[src/rtl/shift_engine_pkg.sv]
// Shared constants, FSM encoding and helpers for the I2C shift engine.
// The ACK state only exists when SHIFT_ENGINE_ACK_EN is defined.
package shift_engine_pkg;

    localparam logic RX = 1'b0;
    localparam logic TX = 1'b1;

    localparam logic [1:0] SS_10_BIT_ADDRESS_BYTE_1 = 2'd0;
    localparam logic [1:0] SS_10_BIT_ADDRESS_BYTE_2 = 2'd1;
    localparam logic [1:0] SS_7_BIT_ADDRESS         = 2'd2;
    localparam logic [1:0] SS_TX_FIFO               = 2'd3;

    typedef enum logic [1:0] {
`ifdef SHIFT_ENGINE_ACK_EN
        StIdle  = 2'd0,
        StShift = 2'd1,
        StAck   = 2'd2
`else
        StIdle  = 2'd0,
        StShift = 2'd1
`endif
    } state_t;

    function automatic logic [7:0] reverse8(input logic [7:0] v);
        logic [7:0] r;
        for (int i = 0; i < 8; i++) begin
            r[i] = v[7-i];
        end
        return r;
    endfunction

endpackage

[src/rtl/shift_load_formatter.sv]
// Combinational load mux: formats address bytes or passes TX data through,
// placing the 8-bit address byte at the end that is shifted out first.
module shift_load_formatter
    import shift_engine_pkg::*;
#(
    parameter int unsigned DATA_W    = 8,
    parameter bit          MSB_FIRST = 1'b1
) (
    input  logic [9:0]        bus_address,
    input  logic [DATA_W-1:0] tx_data,
    input  logic [1:0]        shift_input_select,
    input  logic              data_direction,
    output logic [DATA_W-1:0] load_value
);

    logic       rw;
    logic [7:0] fb;

    // I2C R/W bit: 1 means the master reads.
    assign rw = (data_direction == RX);

    always_comb begin
        fb = 8'hFF;
        unique case (shift_input_select)
            SS_10_BIT_ADDRESS_BYTE_1: fb = {5'b11110, bus_address[9:8], rw};
            SS_10_BIT_ADDRESS_BYTE_2: fb = bus_address[7:0];
            SS_7_BIT_ADDRESS:         fb = {bus_address[6:0], rw};
            default:                  fb = 8'hFF;
        endcase
    end

    always_comb begin
        load_value = '1;
        if (shift_input_select == SS_TX_FIFO) begin
            load_value = tx_data;
        end else if (MSB_FIRST) begin
            load_value[DATA_W-1 -: 8] = fb;
        end else begin
            // LSB-first: reverse so the address MSB still leaves the wire first.
            load_value[7:0] = reverse8(fb);
        end
    end

endmodule

[src/rtl/shift_engine.sv]
// Parametrised I2C serial shift engine with bit counting and RX capture.
// Optional ACK-bit handling is enabled with the SHIFT_ENGINE_ACK_EN macro.
module shift_engine
    import shift_engine_pkg::*;
#(
    parameter int unsigned DATA_W    = 8,
    parameter bit          MSB_FIRST = 1'b1,
    localparam int unsigned CW       = $clog2(DATA_W + 2)
) (
    input  logic              clk,
    input  logic              n_rst,
    input  logic [9:0]        bus_address,
    input  logic [DATA_W-1:0] tx_data,
    input  logic [1:0]        shift_input_select,
    input  logic              data_direction,
    input  logic              shift_direction,
    input  logic              shift_strobe,
    input  logic              shift_in,
    input  logic              shift_load,
`ifdef SHIFT_ENGINE_ACK_EN
    input  logic              ack_drive,
    output logic              ack_nack,
    output logic              ack_valid,
`endif
    output logic              shift_out,
    output logic [DATA_W-1:0] data_out,
    output logic [DATA_W-1:0] rx_data,
    output logic              rx_valid,
    output logic              word_done,
    output logic [CW-1:0]     bit_count,
    output logic              busy
);

    state_t            state_q, state_d;
    logic [DATA_W-1:0] data_q, data_d;
    logic [DATA_W-1:0] rx_data_q, rx_data_d;
    logic              rx_valid_q, rx_valid_d;
    logic              word_done_q, word_done_d;
    logic [CW-1:0]     count_q, count_d;
    logic [CW-1:0]     count_inc;
    logic [DATA_W-1:0] load_value;
    logic [DATA_W-1:0] shifted;
    logic              in_bit;
`ifdef SHIFT_ENGINE_ACK_EN
    logic              ack_nack_q, ack_nack_d;
    logic              ack_valid_q, ack_valid_d;
`endif

    shift_load_formatter #(
        .DATA_W    (DATA_W),
        .MSB_FIRST (MSB_FIRST)
    ) u_formatter (
        .bus_address        (bus_address),
        .tx_data            (tx_data),
        .shift_input_select (shift_input_select),
        .data_direction     (data_direction),
        .load_value         (load_value)
    );

    // TX shifts release the line by feeding ones behind the outgoing bits.
    assign in_bit    = (shift_direction == RX) ? shift_in : 1'b1;
    assign shifted   = MSB_FIRST ? {data_q[DATA_W-2:0], in_bit} : {in_bit, data_q[DATA_W-1:1]};
    assign count_inc = (count_q == '1) ? count_q : count_q + CW'(1);

    always_comb begin
        state_d     = state_q;
        data_d      = data_q;
        rx_data_d   = rx_data_q;
        count_d     = count_q;
        rx_valid_d  = 1'b0;
        word_done_d = 1'b0;
`ifdef SHIFT_ENGINE_ACK_EN
        ack_nack_d  = ack_nack_q;
        ack_valid_d = 1'b0;
`endif
        if (shift_load) begin
            data_d  = load_value;
            count_d = '0;
            state_d = StShift;
        end else if (shift_strobe) begin
            case (state_q)
                StIdle: data_d = shifted;
                StShift: begin
                    data_d  = shifted;
                    count_d = count_inc;
                    if (count_inc == CW'(DATA_W)) begin
                        word_done_d = 1'b1;
                        if (shift_direction == RX) begin
                            rx_data_d  = shifted;
                            rx_valid_d = 1'b1;
                        end
`ifdef SHIFT_ENGINE_ACK_EN
                        state_d = StAck;
`else
                        state_d = StIdle;
`endif
                    end
                end
`ifdef SHIFT_ENGINE_ACK_EN
                StAck: begin
                    // Ninth bit: the data word is complete, so data_q holds.
                    count_d = count_inc;
                    if (shift_direction == TX) begin
                        ack_nack_d  = shift_in;
                        ack_valid_d = 1'b1;
                    end
                    state_d = StIdle;
                end
`endif
                default: state_d = StIdle;
            endcase
        end
    end

    always_ff @(posedge clk or negedge n_rst) begin
        if (!n_rst) begin
            state_q     <= StIdle;
            data_q      <= '1;
            rx_data_q   <= '0;
            rx_valid_q  <= 1'b0;
            word_done_q <= 1'b0;
            count_q     <= '0;
`ifdef SHIFT_ENGINE_ACK_EN
            ack_nack_q  <= 1'b0;
            ack_valid_q <= 1'b0;
`endif
        end else begin
            state_q     <= state_d;
            data_q      <= data_d;
            rx_data_q   <= rx_data_d;
            rx_valid_q  <= rx_valid_d;
            word_done_q <= word_done_d;
            count_q     <= count_d;
`ifdef SHIFT_ENGINE_ACK_EN
            ack_nack_q  <= ack_nack_d;
            ack_valid_q <= ack_valid_d;
`endif
        end
    end

`ifdef SHIFT_ENGINE_ACK_EN
    assign ack_nack  = ack_nack_q;
    assign ack_valid = ack_valid_q;
    assign shift_out = (state_q == StAck && shift_direction == RX) ? ack_drive
                     : (MSB_FIRST ? data_q[DATA_W-1] : data_q[0]);
`else
    assign shift_out = MSB_FIRST ? data_q[DATA_W-1] : data_q[0];
`endif

    assign data_out  = data_q;
    assign rx_data   = rx_data_q;
    assign rx_valid  = rx_valid_q;
    assign word_done = word_done_q;
    assign bit_count = count_q;
    assign busy      = (state_q != StIdle);

endmodule
[config.mk]
export PLATFORM = sky130hd
export DESIGN_NAME = shift_engine
export DESIGN_NICKNAME = d
export VERILOG_FILES = /design/src/rtl/shift_engine_pkg.sv /design/src/rtl/shift_load_formatter.sv /design/src/rtl/shift_engine.sv
export SDC_FILE = /design/constraint.sdc
export NUM_CORES = 1
export LEC_CHECK = 0
export BUFFER_PORTS_ARGS = -buffer_cell sky130_fd_sc_hd__buf_2
export CORE_UTILIZATION = 49
export DETAILED_ROUTE_END_ITERATION = 6
export PLACE_DENSITY = 0.78
export SYNTH_ARGS = -nofsm -noshare
export SYNTH_HDL_FRONTEND = slang
export SYNTH_SLANG_ARGS = --single-unit
[constraint.sdc]
create_clock -name clk -period 3.09 [get_ports clk]
set_input_delay 0.618 -clock clk [delete_from_list [all_inputs] [get_ports clk]]
set_output_delay 0.618 -clock clk [all_outputs]
set_load 0.005 [all_outputs]
; ---- After elaboration in Yosys (flattened, before gate mapping)
; Index checks and enable logic that the tools add are counted.
[op_classes]
n_addsub = 1
eq_ne = 8
mux = 23
bitwise_logic = 3
reduce_logical = 11
[ops]
columns = operator, n
row1 = 2-to-1 mux 8 bit, 4
row2 = case mux 8 bit (3 select lines), 1
row3 = 2-to-1 mux 4 bit, 4
row4 = 2-to-1 mux 1 bit, 10
row5 = equality test 4 bit (second input constant), 2
row6 = nonzero test 2 bit, 4
row7 = 2-to-1 mux 2 bit, 3
row8 = AND reduction 5 bit, 1
row9 = adder 4 x 1 -> 4 bit (second input constant), 1
row10 = equality test 2 x 1 -> 1 bit (second input constant), 2
row11 = equality test 2 bit (second input constant), 2
row12 = zero test 2 bit, 2
row13 = case mux 2 bit (2 select lines), 1
row14 = AND reduction 2 bit, 2
row15 = inequality test 3 bit (second input constant), 1
row16 = NOT 1 bit, 3
row17 = AND reduction 3 bit, 1
row18 = inequality test 2 bit (second input constant), 1
row19 = OR reduction 2 bit, 1
[word_totals]
reg_bits = 24
inputBits = 27
out_inout_bits = 24
elab_cells = 52

; ---- Logic depth before layout (Yosys ltp)
[depth]
word_depth = 7
mapped_depth = 5
mapped_depth_nobuf = 5

; ---- Modules after synthesis
; Synthesis repeated with hierarchy kept, for this count alone.
[hier_totals]
hier_cells = 105
hier_area_um2 = 1249.9
[by_module_without_submodules]
columns = mod, instances, cells_each, area_each_um2, seq_area_each_um2
row1 = shift_engine, 1, 87, 1063.5, 585.6
row2 = shift_load_formatter, 1, 18, 186.4, 0.0

; ---- Least setup slack after synthesis
; Ideal clock, no wire load.
[synth_path]
kind = reg2reg
startpoint = register count_q[0] (netlist: bit_count[0])
endpoint = register rx_data_q[0] (netlist: rx_data[0])
setup_ns = 0.125
arrival_time_ns = 1.789
t_required_ns = 2.965
setup_slack_ns = 1.176
path_stages_with_launch = 6
path_buffers = 0
period_less_slack_ns = 1.914
cell_sequence = dfrtp_1 > ha_1 > and4_4 > nor4b_4 > nand4b_4 > mux2_4
[synth_between]
elab_chain_len = 4
word_cells_on_any_way = 5
cone_classes = add/sub (1) / eq/ne (2) / mux (1) / reduce/logical (1)
[synth_rtl]
columns = element, line
row1 = "start, declared", shift_engine.sv:39  ; logic [CW-1:0] count_q, count_d;
row2 = "start signal, assigned", shift_engine.sv:133  ; count_q <= count_d;
row3 = adder 4 x 1 -> 4 bit or equality test 4 bit (tied branches), shift_engine.sv:63  ; assign count_inc = (count_q == '1) ? count_q : count_q + CW'(1);
row4 = 2-to-1 mux 4 bit *, shift_engine.sv:63
row5 = equality test 4 bit *, shift_engine.sv:86  ; if (count_inc == CW'(DATA_W)) begin
row6 = AND reduction 5 bit (no source line) *, --
row7 = "end signal, assigned", shift_engine.sv:130  ; rx_data_q <= rx_data_d;
row8 = "end, declared", shift_engine.sv:36  ; logic [DATA_W-1:0] rx_data_q, rx_data_d;
; Every way passes the cells marked *; elsewhere a longest branch is shown, timed or not.
; A chain may end at the register's enable or synchronous reset.

; ---- Worst setup path after layout
[layout_path]
startpoint = register count_q[0] (netlist: bit_count[0])
endpoint = register rx_data_q[2] (netlist: rx_data[2])
; Same word-level chain as after synthesis.

==> flow_summary.ini <==
[logic_synthesis]
synth_area_um2 = 1260
synth_compound_area_share_pct = 8.76
synth-seq-cells = 23
yosys.area_share.simple_pct = 16.0
avgSynthCellArea_um2 = 11.5
synthCells = 109
synth-adder-area-share_pct = 0.995
synth_xor_area_share_pct = 0.697
yosysWarnings = 0
synth-seq-area-share_pct = 46.6
synth_top_family_by_area = multiplexers
ys_types = 31
synth.mux.area_fraction_pct = 24.3
syn_nets = 137

[place]
dp_cells = 181
globalplace.congestion = 0.795
hpwl_um = 1980
placed_area_um2 = 1520
place_ws_ns = 0.977
port_buffers = 50

[global_routing]
grt_max_degree = 24
grt_first_pass_wirelength_um = 4170
grt_use_total_pct = 20.4
antenna_found_initial = 0
grt_pass1_vias = 961
overflow = 0

[sta]
slew_viol_final = 0
finalCriticalPeriod_ns = 2.05
rsz0062_at_grt = false
finalCritPeriodShare_pct = 66.5
tns_ns = 0
max_slew_margin_pct = 67.3
max_freq_mhz = 487
fin_skew_ns = 0.00404
finalHoldViolations = 0
setup_viol = 0
worstMarginPinSlew_ns = 0.491
setup_slack_ns = 1.04

[routing]
wl_per_cell_um = 13.6
wl_met3_um = 94
wl_met1_um = 1090
antenna_left = 0
top_layer_used = met4
vias = 1000
drc_errors = 0
dr.pass1.iters = 4
vias_per_cell = 5.41
routed_wl_um = 2520
wl_met2_um = 1330
drt-initial-drc-count = 10

[floorplan]
rows = 17
core_um2 = 2320
start_util_pct = 54.2
chipWidth_um = 52.7
ios = 51
fp.dieH_um = 52.7
dieArea_um2 = 2770

[setup_path]
cp.required_ns = 3.29
cp-start-kind = flip-flop
crit_type = flip-flop to flip-flop
r2r_slack_ns = 1.04
worstPathArrival_ns = 2.25
endpoint_kind = flip-flop
path_max_fanout = 9

[pwr]
p_sw_share_pct = 26.6
p_int_uw = 431
power_density_nw_per_um2 = 381
p_clk_share_pct = 22.9
seqPwrFrac_pct = 58.5
vdd_drop_max_v = 0.000242
p_leak_nw = 0.816
net-switching-power_uw = 156
comb_power_share_pct = 18.6

[clocking]
holdBufCountCts = 0
post_cts_buffers = 0
h-tree-depth = 1
cts_made_buffers = 3
cts_tree = built
cts.reportedPaths.clkPinSlew_ns = 0.12
cts_sinks = 23
clk_latency_ns = 0.30
cts.path.max_buffers = 2
ctsResizeCount = 0
clockRootBuffer = clkbuf_4

[layout]
fillCellCount = 189
syn_to_final_growth_pct = 22.7
design_area_um2 = 1540
drive_gt1_share_pct = 48.4
fin_nets = 186
finalNonFillerCells = 185
antenna_cells = 0

[outcome]
status = finished clean

[flow_run]
drv_cap = 0

[worst_hold_path]
hp-class = input pin to async pin
-- layout make-up --
class                      count  area (um^2)  area share (%)
multi-input combinational     78          638            41.4
sequential                    23          586            38.0
timing repair buffer          50          250            16.2
tap                           28         35.0            2.27
clock buffer                   4         26.3            1.70
inverter                       2         7.51           0.487
-- final timing paths --
kind                                    from          end  depth (start not counted)
worst min-delay path                   n_rst     rx_valid                          1
worst min register to register    rx_data[1]   rx_data[1]                          1
min in group clk                  rx_data[1]   rx_data[1]                          1
worst max register to register  bit_count[0]   rx_data[2]                          5
max in group asynchronous              n_rst  data_out[5]                          1
worst max-delay path            bit_count[0]   rx_data[2]                          5
-- per-layer routing --
| metal | vias to the layer above | track usage [%] |
|---|---|---|
| met2 | 37 | 39.0 |
| met5 | - | 0 |
| met1 | 474 | 23.9 |
| li1 | 487 | - |
| met4 | 0 | 5.26 |
| met3 | 2 | 1.74 |
-- cell families (layout without fill, tap and decap cells) --
group / after synthesis / count (layout)
simple gates: 33 / 33
mux: 24 / 24
flops: 23 / 23
compound gates: 19 / 19
buf+inv: 8 / 56
fa+ha+maj: 1 / 1
xor+xnor: 1 / 1
-- Yosys cell counts --
cell type	count	area, um^2
inv_2	1	3.75
mux2i_1	14	140
dfrtp_1	15	375
a21oi_1	3	15.0
nand3_1	4	20.0
o21a_1	1	7.51
a31oi_1	1	6.26
a211oi_1	3	22.5
nor4b_4	1	23.8
nand2_2	1	6.26
o21ai_0	4	20.0
o211ai_1	1	7.51
nand2_1	11	41.3
ha_1	1	12.5
dfstp_2	8	210
mux4_2	2	45.0
nor2b_1	4	25.0
nor2_1	5	18.8
and4_4	1	11.3
xnor2_1	1	8.76
o21ai_1	5	25.0
inv_1	1	3.75
nor3b_1	1	7.51
nand4b_4	1	23.8
clkbuf_1	5	18.8
buf_4	1	7.51
mux2_4	8	120
nor3_1	1	5.00
o22ai_1	1	6.26
nand2b_1	2	12.5
nand4_1	1	6.26
-- through the flow --
stage	power, mW	hold slack, ns	utilization, %
final	0.587	0.260	66.5
after global routing	0.622	0.286	66.5
after CTS	0.591	0.280	66.5
after detailed placement	0.460	0.493	65.4
after global placement	0.454	0.496	65.4
after floorplan	0.409	0.322	-
-- sequential cells by signal (all words and copies together) (netlist names) --
register / cells
bit_count: 4
data_out: 8
rx_data: 8
rx_valid: 1
state_q: 1
word_done: 1
-- critical path, stage by stage, from the launching register on --
cell and delay (ns):
dfrtp_1 0.46, ha_1 0.30, and4_4 0.22, nor4b_4 0.32, nand4b_4 0.28, mux2_4 0.37
-- power by group through the flow --
stage                     clock network [mW]  logic (mW)  registers (mW)
final                                  0.134       0.109           0.344
after global routing                   0.152       0.122           0.348
after CTS                              0.137       0.111           0.344
after detailed placement                   0       0.110           0.350
after global placement                     0       0.106           0.348
after floorplan                            0      0.0604           0.348
-- cell usage in the layout (no fill, tap or decap), types with 3 or more instances in the layout --
| cell type | netlist | routed |
|---|---|---|
| a211oi_1 | 3 | 3 |
| o21ai_0 | 4 | 4 |
| clkbuf_4 | 0 | 3 |
| o21ai_1 | 5 | 5 |
| mux2_4 | 8 | 8 |
| dfstp_2 | 8 | 8 |
| mux2i_1 | 14 | 14 |
| nand2_1 | 11 | 11 |
| buf_2 | 0 | 50 |
| a21oi_1 | 3 | 3 |
| nor2b_1 | 4 | 4 |
| nor2_1 | 5 | 5 |
| nand3_1 | 4 | 4 |
| dfrtp_1 | 15 | 15 |
Note: power is estimated with default switching activity, not from simulation.
